## src/rtl/wrapper_arbiter.sv

```systemverilog
// Round-robin front end for one shared exponential wrapper: grants a requester,
// launches the wrapper with its operands and tags every result with the requester id.
//
// state   | meaning
// S_IDLE  | waiting for a request and enough FIFO room for a whole job
// S_START | ack and w_start pulse, operands already stable on w_ui/w_vi
// S_RUN   | wrapper running; results forwarded and counted until w_done
module wrapper_arbiter #(
  parameter int NREQ   = 4,
  parameter int IDW    = 2,
  parameter int RPJ    = 4,
  parameter int FREE_W = 5
) (
  input  logic                clk,
  input  logic                rst,
  input  logic [NREQ-1:0]     req,
  input  logic [2*NREQ-1:0]   ui_in,
  input  logic [16*NREQ-1:0]  vi_in,
  output logic [NREQ-1:0]     ack,
  output logic [NREQ-1:0]     fin,
  input  logic [FREE_W-1:0]   fifo_free,
  output logic                w_start,
  output logic [1:0]          w_ui,
  output logic [15:0]         w_vi,
  input  logic                w_done,
  input  logic                w_wrdata,
  input  logic [20:0]         w_data,
  output logic                f_wr,
  output logic [21+IDW-1:0]   f_data,
  output logic                busy,
  output logic                err
);

  localparam int CNTW = $clog2(RPJ + 2);
  localparam logic [NREQ-1:0] ONE_HOT0 = {{(NREQ-1){1'b0}}, 1'b1};

  typedef enum logic [1:0] {S_IDLE, S_START, S_RUN} state_t;

  state_t          r_state;
  logic [IDW-1:0]  r_last;
  logic [IDW-1:0]  r_id;
  logic [CNTW-1:0] r_cnt;

  logic [IDW-1:0]  w_win;
  logic            w_found;
  logic            w_issue;
  logic [CNTW-1:0] w_cnt_next;

  // first requester after the previous winner, wrapping around
  always_comb begin
    w_win   = r_last;
    w_found = 1'b0;
    for (int k = 1; k <= NREQ; k++) begin
      if (!w_found && req[(int'(r_last) + k) % NREQ]) begin
        w_win   = IDW'((int'(r_last) + k) % NREQ);
        w_found = 1'b1;
      end
    end
  end

  // a write leaving this cycle still occupies a slot the FIFO has not yet counted
  assign w_issue = (|req) && (int'(fifo_free) >= RPJ + int'(f_wr));

  always_comb begin
    w_cnt_next = r_cnt;
    if (w_wrdata && (r_cnt != CNTW'(RPJ + 1))) w_cnt_next = r_cnt + CNTW'(1);
  end

  always_ff @(posedge clk or posedge rst) begin
    if (rst) begin
      r_state <= S_IDLE;
      r_last  <= IDW'(NREQ - 1);
      r_id    <= '0;
      r_cnt   <= '0;
      ack     <= '0;
      fin     <= '0;
      w_start <= 1'b0;
      w_ui    <= '0;
      w_vi    <= '0;
      f_wr    <= 1'b0;
      f_data  <= '0;
      busy    <= 1'b0;
      err     <= 1'b0;
    end else begin
      ack     <= '0;
      fin     <= '0;
      w_start <= 1'b0;
      f_wr    <= 1'b0;

      if (w_wrdata) begin
        if (r_state == S_RUN) begin
          f_wr   <= 1'b1;
          f_data <= {r_id, w_data};
        end else begin
          err <= 1'b1;
        end
      end

      case (r_state)
        S_IDLE: begin
          if (w_issue) begin
            r_id    <= w_win;
            r_last  <= w_win;
            w_ui    <= ui_in[2*w_win +: 2];
            w_vi    <= vi_in[16*w_win +: 16];
            r_cnt   <= '0;
            ack     <= ONE_HOT0 << w_win;
            w_start <= 1'b1;
            busy    <= 1'b1;
            r_state <= S_START;
          end
        end
        S_START: r_state <= S_RUN;
        S_RUN: begin
          r_cnt <= w_cnt_next;
          if (w_done) begin
            if (w_cnt_next != CNTW'(RPJ)) err <= 1'b1;
            fin     <= ONE_HOT0 << r_id;
            busy    <= 1'b0;
            r_state <= S_IDLE;
          end
        end
        default: r_state <= S_IDLE;
      endcase
    end
  end

endmodule
```

## config.mk

```make
export PLATFORM = sky130hd
export DESIGN_NAME = wrapper_arbiter
export DESIGN_NICKNAME = d
export VERILOG_FILES = /design/src/rtl/wrapper_arbiter.sv
export SDC_FILE = /design/constraint.sdc
export NUM_CORES = 1
export LEC_CHECK = 0
export CORE_ASPECT_RATIO = 0.8
export CORE_MARGIN = 5
export CORE_UTILIZATION = 39
export CTS_CLUSTER_SIZE = 30
export DETAILED_ROUTE_END_ITERATION = 16
export PLACE_DENSITY = 0.85
export SETUP_SLACK_MARGIN = 0.3
export SLEW_MARGIN = 20
export SYNTH_ARGS = -nofsm -noshare
export SYNTH_HDL_FRONTEND = slang
export SYNTH_SLANG_ARGS = --single-unit
export TNS_END_PERCENT = 100
```

## constraint.sdc

```tcl
create_clock -name clk -period 2.8 [get_ports clk]
set_clock_uncertainty 0.15 [all_clocks]
set_input_delay 0.42 -clock clk [delete_from_list [all_inputs] [get_ports clk]]
set_output_delay 0.42 -clock clk [all_outputs]
set_load 0.02 [all_outputs]
```

# After elaboration in Yosys (flattened, before gate mapping)
# Cells that the tools add are included.
[totals]
regBits = 62
input_bits = 106
out_inout_bits = 53
word_cells = 99
[classes]
add_sub_neg = 6
order_cmp = 5
eq_ne = 6
n_shift = 4
n_mux = 41
bitwise = 4
n_reduce_logical = 20
[op_table]
columns = ["op", "n"]
rows = [
  ["$shiftx A64 B7 Y16", 1],
  ["$mux W1", 22],
  ["$lt A3 B4 Y1 const B", 4],
  ["$mux W4", 4],
  ["$mux W2", 6],
  ["$bmux W1 S2", 4],
  ["$reduce_and A2 Y1", 4],
  ["$reduce_or A2 Y1", 4],
  ["$shiftx A8 B4 Y2", 1],
  ["$shl A1 B2 Y4 const A", 2],
  ["$mux W3", 2],
  ["$ne A3 B3 Y1 const B", 2],
  ["$pmux W2 S3", 1],
  ["$pmux W3 S2", 1],
  ["$ge A5 B4 Y1", 1],
  ["$logic_and A1 B1 Y1", 5],
  ["$add A2 B1 Y2 const B", 2],
  ["$add A2 B2 Y2 const B", 2],
  ["$add A3 B1 Y4 const A", 1],
  ["$and A1 B1 Y1 const A", 4],
  ["$ne A2 B2 Y1 const B", 2],
  ["$reduce_or A4 Y1", 1],
  ["$add A3 B1 Y3 const B", 1],
  ["$logic_not A1 Y1", 3],
  ["6 further kinds", 6],
]

# Depth between registers and ports, before layout
[depth]
depth_word = 19
ltp_mapped = 8

# Worst setup path before layout
# Ideal clock, no wire load.
[synth_path]
path_type = "reg2reg"
from = "register r_last[0]"
to = "register w_ui[0]"
t_arrival_ps = 2077
required_ps = 2525
setup_slack_ps = 448
stages_incl_launch_ff = 7
path_buffers = 1
period_less_slack_ps = 2352
path_cell_list = "dfstp_2 nand2b_2 o21ai_2 a221oi_4 buf_8 mux4_2 mux2_2"
[synth_via]
elab_chain_cells = 15
word_cells_on_any_way = 30
classes_between = "add/sub: 4; shift: 1; mux: 19; reduce/logical: 6"
[synth_lines]
columns = ["item", "line_no", "text"]
rows = [
  ["start: declaration", "40", "logic [IDW-1:0] r_last;"],
  ["start signal: assignment", "72", "r_last <= IDW'(NREQ - 1);"],
  ["start signal: assignment", "103", "r_last <= w_win;"],
  ["$add A2 B1 Y2", "54, 55", ""],
  ["$bmux W1 S2", "54", "if (!w_found && req[(int'(r_last) + k) % NREQ]) begin"],
  ["$mux W1 (not written as such) (2 in series)", "54", ""],
  ["$mux W1", "54", ""],
  ["$logic_not A1 Y1", "54", ""],
  ["$logic_and A1 B1 Y1", "54", ""],
  ["$mux W1", "54", ""],
  ["$logic_not A1 Y1", "54", ""],
  ["$logic_and A1 B1 Y1", "54", ""],
  ["$mux W1", "54", ""],
  ["$logic_not A1 Y1", "54", ""],
  ["$logic_and A1 B1 Y1", "54", ""],
  ["$mux W2 *", "54", ""],
  ["$shiftx A8 B4 Y2 *", "104", "w_ui <= ui_in[2*w_win +: 2];"],
  ["end signal: assignment", "104", ""],
  ["end: declaration", "23", "output logic [1:0] w_ui,"],
]
# Mark *: on every way between the ends. The rest lies on a longest branch, timed or not. The select of a mux whose other input is x is not followed.
# A chain may end at the register's enable or synchronous reset.

# Worst setup path in the final report
[layout_path]
from = "input req[2]"
to = "register w_vi[1]"
[layout_via]
elab_chain_cells = 14
word_cells_on_any_way = 29
classes_between = "shift: 1; mux: 19; reduce/logical: 9"
[layout_lines]
columns = ["item", "line_no", "text"]
rows = [
  ["start: declaration", "16", "input logic [NREQ-1:0] req,"],
  ["$bmux W1 S2", "54", ""],
  ["$mux W1 (not written as such) (2 in series)", "54", ""],
  ["$mux W1", "54", ""],
  ["$logic_not A1 Y1", "54", ""],
  ["$logic_and A1 B1 Y1", "54", ""],
  ["$mux W1", "54", ""],
  ["$logic_not A1 Y1", "54", ""],
  ["$logic_and A1 B1 Y1", "54", ""],
  ["$mux W1", "54", ""],
  ["$logic_not A1 Y1", "54", ""],
  ["$logic_and A1 B1 Y1", "54", ""],
  ["$mux W2", "54", ""],
  ["$shiftx A64 B7 Y16", "105", "w_vi <= vi_in[16*w_win +: 16];"],
  ["end signal: assignment", "105", ""],
  ["end: declaration", "24", "output logic [15:0] w_vi,"],
]
# Several ways; a longest one is shown, not always the timed one. The select of a mux whose other input is x is not followed.

==> impl_metrics.ini <==
[outcome]
status = finished clean

[timing]
period_share_pct = 86.48
slew_violations = 0
setup_violations = 0
worst_pin_slew_ns = 0.6221
tns_ns = 0
finalHoldViolations = 0
fmax_mhz = 413.0
max-slew-margin-rel_pct = 58.15
grt_setup_unrepaired = no
fin_crit_ns = 2.421
whs_ns = 0.2992

[critical_path]
reg2reg_slack_ns = 0.39
r2r_start = r_last[0]$_DFFE_PP1P_
crit_path_end_kind = flop
critPathLaunchType = input port
crit_buf_inv = 2
slowest_delay_ns = 0.58
cp_top_family = multiplexers
worstSetupPathType = in -> reg
path_cells = clkdlybuf4s50_1 > nand2b_1 > a21oi_2 > a221oi_4 > buf_12 > mux4_1 > mux2_2
crit_slowest_cell = mux4_1
worstPathRequired_ns = 2.87
worstPathArrival_ns = 2.49
rr_endpoint = w_vi[1]$_DFFE_PP0P_
r2r_cells = 6
cp_max_fo = 24

[logic_synthesis]
synth-main-ff-cell = dfrtp_1
ys_warn_count = 0
synth.yosys.seq_area_share_pct = 52.87
synth_top_cell_area_share_pct = 51.09
postSynthCellCount = 200
synth_fp_nets = 309
synth-edff-count = 0
ys_ff_latch = 62
synth_area_um2 = 2939
async_reset_ff_share_pct = 100.0
yosysTopAreaCell = dfrtp_1
syn-mean-instance-area_um2 = 14.70
ys_types = 38
synthTopCellsByArea = dfrtp_1 (51%), mux2_2 (16%), mux4_2 (11%)

[cts]
clock_path_buffers = 2
clk_pin_slew_ns = 0.07
post_cts_resized = 0
clock_sinks = 62
cts_max_level = 3
cts_setup_buffers = 0
ctsHoldBuffers = 0
cts_made_buffers = 9
cts_tree = built
insertion_delay_ns = 0.33
cts_root_buf = clkbuf_8

[route]
ant_nets = 0
routed_wl_um = 8313
dr.pass1.iters = 4
drt_iter0_drc = 28
num_vias = 2338
wl_per_cell_um = 18.07
vias_per_cell = 5.083
drc = 0

[die]
pin_count = 159
fp.dieArea_um2 = 9383
die-width_um = 107.1
die_height_um = 87.65
core_um2 = 7357
core.rowCount = 28
start_util_pct = 39.95

[layout]
utilization_pct = 66.73
final_layout_size_suffix_gt1_share_pct = 23.24
diodes = 0
area_growth_pct = 67.05
layout.nets = 474
fill_cells = 581
final_cell_mix = clkdlybuf4s50_1 (158), dfrtp_1 (60), mux2_2 (42)
layout_commonest_cell = clkdlybuf4s50_1

[placed_design]
routabilityCongestion = 0.8467
hpwl_um = 6503
port_buffers = 158

[power_and_ir_drop]
ir_drop_mv = 0.4587
power_density_nw_per_um2 = 1055
leakage_uw = 0.002003

[global_route]
grt_pass1_vias = 2642
grt_usage_pct = 18.46
grt_max_degree = 63
antenna_found_initial = 0
grt_pass1_wl_um = 13270
gr-total-overflow = 0

[worst_hold_path]
hold_class = in -> async

[flow_run]
drv_cap = 0
-- sequential cells by signal, indices dropped and copies added, names as in the netlist --
register / flops
f_data: 23
w_vi: 16
ack: 4
fin: 4
r_cnt: 3
r_id: 2
r_last: 2
r_state: 2
w_ui: 2
busy: 1
err: 1
f_wr: 1
w_start: 1
-- through the flow --
stage	area, µm²	total power (µW)	std cells	setup slack [ns]
floorplan	2939	3140	200	0.4479
global placement	4677	4247	444	0.09690
detailed placement	4677	4330	444	0.01415
CTS	4910	5250	460	0.3620
global route	4910	5489	460	0.3173
finish	4910	5180	460	0.3786
-- metal layers --
metal  up-vias  GRT usage (%)  wire (µm)  share of wire (%)
met2        72          33.96       4440                 53
li1       1078              -          -                  -
met1      1176          19.76       3205                 39
met5         -              0          0                  0
met3        12          7.222        542                6.5
met4         0          5.459        126                1.5
-- cell families after synthesis --
kind of cell | Yosys count | synth area share (%)
flops | 62 | 52.87
mux | 60 | 30.40
simple gates | 34 | 6.088
compound gates | 24 | 6.301
buf+inv | 17 | 3.065
fa+ha+maj | 3 | 1.277
-- worst register-to-register path: stages, from the launching register on --
cell	delay, ns
dfstp_2	0.57
nand2b_2	0.15
o21ai_2	0.07
a221oi_4	0.27
buf_12	0.24
mux4_1	0.59
mux2_2	0.27
-- area by class of cell --
class	count	area, µm²	area share [%]
clock buffer	11	151.4	3.084
clock inverter	5	81.33	1.656
inverter	7	26.28	0.5352
multi-input combinational	121	1308	26.63
sequential	62	1554	31.65
tap	90	112.6	2.294
timing repair buffer	164	1677	34.15
-- Yosys cell counts, types with 2 or more instances --
master / n
a21o_1: 2
a21oi_1: 5
a31oi_1: 2
buf_2: 6
clkbuf_1: 2
dfrtp_1: 60
dfstp_2: 2
ha_1: 3
inv_1: 7
mux2_2: 42
mux4_1: 4
mux4_2: 14
nand2_1: 9
nand2b_1: 5
nor2_1: 7
nor3_1: 3
nor3b_1: 2
o21a_1: 2
o21ai_0: 4
-- report_power, final --
group          leakage, µW  switching [µW]  internal [µW]  total (µW)
Clock             0.000116             350            550         900
Combinational      0.00114            1190           1520        2710
Sequential        0.000745             252           1320        1570
Total              0.00200            1790           3390        5180
-- worst max-delay path by stage --
stage | slack (ns) | from | to | cells after the start
2_1_floorplan | 0.45 | r_last[0]$_DFFE_PP1P_ | w_ui[0]$_DFFE_PP0P_ | 6
3_3_place_gp | 0.1 | req[0] | w_vi[1]$_DFFE_PP0P_ | 6
3_5_place_dp | 0.01 | req[2] | w_vi[1]$_DFFE_PP0P_ | 7
4_1_cts | 0.36 | r_last[0]$_DFFE_PP1P_ | w_vi[1]$_DFFE_PP0P_ | 6
5_1_grt | 0.32 | req[2] | w_vi[1]$_DFFE_PP0P_ | 7
6_report | 0.38 | req[2] | w_vi[1]$_DFFE_PP0P_ | 7
No activity file was read; power rests on OpenSTA's default activity.
